## src/rtl/pc_stall_unit.sv

```systemverilog
// PC register with a configurable load-wait hold, external freeze and
// a redirect path that overrides both.
module pc_stall_unit #(
  parameter int              XLEN              = 32,
  parameter logic [XLEN-1:0] RESET_VECTOR      = '0,
  parameter int              LOAD_STALL_CYCLES = 1,
  parameter bit              FULL_OPCODE_MATCH = 1'b1
) (
  input  logic            i_clk,
  input  logic            i_reset,
  input  logic [XLEN-1:0] i_pc_next,
  input  logic [31:0]     i_inst,
  input  logic            i_ext_stall,
  input  logic            i_redirect,
  input  logic [XLEN-1:0] i_redirect_pc,
  output logic [XLEN-1:0] o_pc,
  output logic            o_stall,
  output logic            o_advance,
  output logic            o_misaligned
);

  localparam int CW =
    (LOAD_STALL_CYCLES < 2) ? 1 : $clog2(LOAD_STALL_CYCLES + 1);
  localparam logic [CW-1:0] CNT_INIT = CW'(LOAD_STALL_CYCLES);
  localparam bit HOLD_EN = (LOAD_STALL_CYCLES > 0);

  typedef enum logic {
    ST_RUN,
    ST_WAIT
  } state_t;

  state_t          state_q, state_d;
  logic [CW-1:0]   cnt_q, cnt_d;
  logic [XLEN-1:0] pc_q, pc_d;
  logic            load;
  logic            unused_inst;

  // Legacy mode ignores the two low opcode bits.
  assign load = FULL_OPCODE_MATCH ? (i_inst[6:0] == 7'b0000011)
                                  : (i_inst[6:2] == 5'b00000);
  assign unused_inst = ^i_inst[31:7];

  always_comb begin
    state_d   = state_q;
    cnt_d     = cnt_q;
    pc_d      = pc_q;
    o_advance = 1'b0;
    if (i_redirect) begin
      pc_d      = i_redirect_pc;
      state_d   = ST_RUN;
      cnt_d     = '0;
      o_advance = 1'b1;
    end else if (i_ext_stall) begin
      pc_d      = pc_q;
    end else if (state_q == ST_RUN) begin
      if (load && HOLD_EN) begin
        state_d = ST_WAIT;
        cnt_d   = CNT_INIT;
      end else begin
        pc_d      = i_pc_next;
        o_advance = 1'b1;
      end
    end else if (cnt_q > CW'(1)) begin
      cnt_d = cnt_q - CW'(1);
    end else begin
      pc_d      = i_pc_next;
      state_d   = ST_RUN;
      cnt_d     = '0;
      o_advance = 1'b1;
    end
  end

  always_ff @(posedge i_clk or negedge i_reset) begin
    if (!i_reset) begin
      state_q <= ST_RUN;
      cnt_q   <= '0;
      pc_q    <= RESET_VECTOR;
    end else begin
      state_q <= state_d;
      cnt_q   <= cnt_d;
      pc_q    <= pc_d;
    end
  end

  assign o_pc         = pc_q;
  assign o_stall      = HOLD_EN && (state_q == ST_WAIT);
  assign o_misaligned = |pc_q[1:0];

endmodule

```

## config.mk

```make
export PLATFORM = sky130hd
export DESIGN_NAME = pc_stall_unit
export DESIGN_NICKNAME = d
export VERILOG_FILES = /design/src/rtl/pc_stall_unit.sv
export SDC_FILE = /design/constraint.sdc
export NUM_CORES = 1
export LEC_CHECK = 0
export BUFFER_PORTS_ARGS = -buffer_cell sky130_fd_sc_hd__buf_2
export CAP_MARGIN = 20
export CORE_ASPECT_RATIO = 1.5
export CORE_MARGIN = 2
export CORE_UTILIZATION = 39
export CTS_CLUSTER_DIAMETER = 40
export DETAILED_ROUTE_END_ITERATION = 8
export PLACE_DENSITY = 0.8
export SYNTH_ARGS = -nofsm -noshare
export SYNTH_HDL_FRONTEND = slang
export SYNTH_SLANG_ARGS = --single-unit
```

## constraint.sdc

```tcl
create_clock -name i_clk -period 2.3 [get_ports i_clk]
set_clock_uncertainty 0.2 [all_clocks]
set_input_delay 0.23 -clock i_clk [delete_from_list [all_inputs] [get_ports i_clk]]
set_output_delay 0.23 -clock i_clk [all_outputs]
set_load 0.005 [all_outputs]
```

Yosys cells after proc, flatten, opt, wreduce, memory -nomap -nowiden
Index checks and enable logic that the tools add are counted.
{"block": "word_totals", "input_bits": 100, "out_inout_bits": 35, "wordCells": 33, "register_bits": 34}
{"block": "op_classes", "mux": 20, "add_sub_neg": 1, "n_eq_ne": 4, "reduce_logical": 4, "order_cmp": 1}
{"operator": "$mux 32", "n": 5}
{"operator": "$mux 1", "n": 15}
{"operator": "$eq 7x2->1 const B", "n": 1}
{"operator": "$ne 3x3->1 const B", "n": 2}
{"operator": "$reduce_and 3->1", "n": 1}
{"operator": "$reduce_bool 3->1", "n": 1}
{"operator": "$ne 2x1->1 const B", "n": 1}
{"operator": "$reduce_and 2->1", "n": 1}
{"operator": "$reduce_or 2->1", "n": 1}
{"operator": "$gt 1x1->1 const B", "n": 1}
{"operator": "$sub 1x1->1 const B", "n": 1}

Logic depth before layout (Yosys ltp)
{"block": "depth", "ltp_word": 5, "depth_mapped": 5, "mapped_depth_nobuf": 3}

Least setup slack after synthesis
OpenSTA, ideal clock, no wires.
{"block": "synth_timing", "path_kind": "flip-flop to flip-flop", "start": "reg state_q, in the netlist o_stall", "end": "reg pc_q[0], in the netlist o_pc[0]", "t_arrival_ns": 1.658, "required_ns": 1.975, "path_buffers": 1, "synth_period_minus_slack_ns": 1.983, "path_stages_with_launch": 5, "setup_ns": 0.125, "setup_slack_ns": 0.317, "cell_sequence": "dfrtp_1 > or4bb_1 > o21ai_4 > buf_6 > mux2_4"}
{"block": "synth_via", "elab_chain_cells": 3, "elab_cells_between_ends": 6, "cone_classes": "eq/ne: 2; mux: 3; reduce/logical: 1"}
{"element": "start, declared", "line_no": "32", "text": "state_t state_q, state_d;"}
{"element": "start signal, assigned", "line_no": "79", "text": "state_q <= state_d;"}
{"element": "$mux 32", "line_no": "55", "text": "end else if (state_q == ST_RUN) begin"}
{"element": "$mux 32", "line_no": "53", "text": "end else if (i_ext_stall) begin"}
{"element": "$mux 32", "line_no": "48", "text": "if (i_redirect) begin"}
{"element": "end signal, assigned", "line_no": "81", "text": "pc_q <= pc_d;"}
{"element": "end, declared", "line_no": "34", "text": "logic [XLEN-1:0] pc_q, pc_d;"}
Several ways; a longest one is shown, not always the timed one. The select of a mux whose other input is x is not followed.
A chain may end at the register's enable or synchronous reset.

Worst setup path in the final report
{"block": "layout_timing", "start": "reg state_q, in the netlist o_stall", "end": "reg pc_q[5], in the netlist o_pc[5]"}
Same word-level chain as after synthesis.

==> impl_metrics.tcl <==
set metrics [dict create \
    ff2ff_path_depth 4 \
    cp.required_ns 2.26 \
    highest_layer "met4" \
    cts_tree "built" \
    clk_path_buf_depth 2 \
    cts_buffers 5 \
    drtPass1Iterations 2 \
    grt_pass1_vias 1603 \
    maxSlewViolCount 0 \
    row_count 29 \
    io_buffers 109 \
    layout_common_cells "109 x buf_2, 54 x mux2_2, 33 x dlygate4sd3_1, 33 x dfrtp_1, 10 x mux2_4" \
    cts_root_buf "clkbuf_8" \
    slew_headroom 0.504 \
    finalSetupViolCount 0 \
    die_y_um 85.1 \
    synth_nets 214 \
    final_nets 359 \
    dr_wl_met3_um 349 \
    hold_ws_ns 0.0204 \
    start_util 0.406 \
    grt_max_degree 34 \
    pwr_density_cell_mw_per_mm2 547 \
    grt_usage 0.188 \
    synthToLayoutAreaGrowth_pct 59.4 \
    finalSetupTns_ns 0 \
    ys_warn_count 0 \
    fp.dieArea_mm2 0.00494 \
    max_freq_ghz 0.475 \
    timing.rr.start "o_stall$_DFFE_PN0P_" \
    avgSynthCellArea_um2 15.0 \
    critPathKind "flip-flop to flip-flop" \
    wl_per_cell_um 14.6 \
    insertedDiodeCount 0 \
    htreeDepth 2 \
    hold_path_depth 3 \
    dp_hpwl_um 2980 \
    period_needed_ns 2.10 \
    post-route-period-util 0.914 \
    min_to "o_stall$_DFFE_PN0P_" \
    worstPathArrival_ns 2.06 \
    cap_violations 0 \
    wl_um 4470 \
    rr_endpoint "o_pc[5]$_DFFE_PN0P_" \
    cts.clk_slew.worst_paths_ns 0.06 \
    r2r_slack_ns 0.20 \
    finalNonFillerCells 306 \
    ys_seq_area_frac 0.483 \
    drive_gt1_frac 0.719 \
    clk_latency_ns 0.27 \
    worst_slew_pin_slew_ns 0.744 \
    clkSinkCount 33 \
    ys_seq_elements 33 \
    synthDistinctLibCells 15 \
    grt_pass1_wl_um 7120 \
    num-fill-cells 331 \
    gr-total-overflow 0 \
    syn_inst 114 \
    crit_path_start_kind "flip-flop" \
    antenna_found_initial 0 \
    final_util 0.647 \
    peakVddDrop_uv 536 \
    dpl.cell_count 265 \
    viasPerCell 4.82 \
    final-hold-violation-count 0 \
    ant_nets 0 \
    core_area_mm2 0.00421 \
    critPathCaptureType "flip-flop" \
    final_common_cell "buf_2" \
    io_pins 135 \
    drt-initial-drc-count 21 \
    rsz0062_at_grt "false" \
    hold_path.class "input pin to flip-flop" \
    hold_start "i_ext_stall" \
    status "complete, no violations" \
    syn_area_mm2 0.00171 \
    dr_wl_met2_um 2440 \
    gp_congestion 0.776 \
    die_x_um 58.1 \
    wl_met1_um 1550 \
    drc_errors 0 \
    crit_fanout 14 \
    leakagePower_uw 0.00135 \
    vias 1474 \
]
through the flow:
step                      instance area [um^2]  power, uW  setup WS [ns]
after floorplan                           1710        876          0.317
after global placement                    2310       1030          0.228
after detailed placement                  2310       1050          0.200
after CTS                                 2720       1510          0.189
after global routing                      2720       1580          0.143
final                                     2720       1490          0.197
synth_stat cells:
cell / number / area (um^2)
mux2_2: 54 / 608
dfrtp_1: 33 / 826
mux2_4: 10 / 150
buf_6: 3 / 33.8
clkbuf_1: 3 / 11.3
nor2_1: 2 / 7.51
a21oi_1: 1 / 5.00
buf_1: 1 / 3.75
nand2_1: 1 / 3.75
o21ai_4: 1 / 16.3
o21bai_1: 1 / 7.51
or2_2: 1 / 6.26
or3_2: 1 / 7.51
or4_4: 1 / 11.3
or4bb_1: 1 / 11.3
how the worst max path moves through the flow:
stage                                   start              endpoint  slack (ns)  cells after the start
after global routing      o_stall$_DFFE_PN0P_  o_pc[22]$_DFFE_PN0P_        0.14                      4
after global placement    o_stall$_DFFE_PN0P_  o_pc[13]$_DFFE_PN0P_        0.23                      4
after detailed placement  o_stall$_DFFE_PN0P_  o_pc[15]$_DFFE_PN0P_        0.20                      4
final                     o_stall$_DFFE_PN0P_   o_pc[5]$_DFFE_PN0P_        0.20                      4
after floorplan           o_stall$_DFFE_PN0P_   o_pc[0]$_DFFE_PN0P_        0.32                      4
after CTS                 o_stall$_DFFE_PN0P_  o_pc[15]$_DFFE_PN0P_        0.19                      4
kinds of logic (layout without fill, tap and decap cells):
kind of cell           after synthesis  in the layout  synth area share
AOI/OAI and AO/OA                    3              3            0.0168
buffers and inverters                7            153            0.0285
DFF                                 33             33             0.483
muxes                               64             64             0.444
and+or+nand+nor                      7              7            0.0278
sequential cells by signal (all words and copies together) (netlist names):
register  flops
o_stall       1
o_pc         32
routing by layer:
metal	track usage	up-vias
met3	0.0595	10
met2	0.338	77
met5	0	-
met4	0.0973	0
li1	-	703
met1	0.187	684
worst max-delay path, stage by stage, from the launching register on:
cell and delay (ns):
dfrtp_1 0.39, or4bb_1 0.58, o21ai_4 0.19, buf_4 0.25
mux2_2 0.36
layout make-up:
| class | count | area [um^2] | area share |
|---|---|---|---|
| clock buffers | 6 | 72.6 | 0.0266 |
| well taps | 46 | 57.6 | 0.0211 |
| repair buffers | 145 | 923 | 0.339 |
| multi-input cells | 74 | 835 | 0.306 |
| flip-flops and latches | 33 | 826 | 0.303 |
| clock inverters | 2 | 10.0 | 0.00367 |
power breakdown:
part	internal (uW)	leakage, uW	switching [uW]	total (uW)
Combinational	262	0.000918	133	395
Clock	210	0.0000450	203	412
Sequential	649	0.000387	33.2	682
Total	1120	0.00135	369	1490
timing repair:
action | CTS | global route
endpoints found under the hold margin | 65 | 0
hold buffers | 33 | 0
buffers inserted | 0 | 0
gates resized for setup | 0 | 0
No activity file was read; power rests on OpenSTA's default activity.
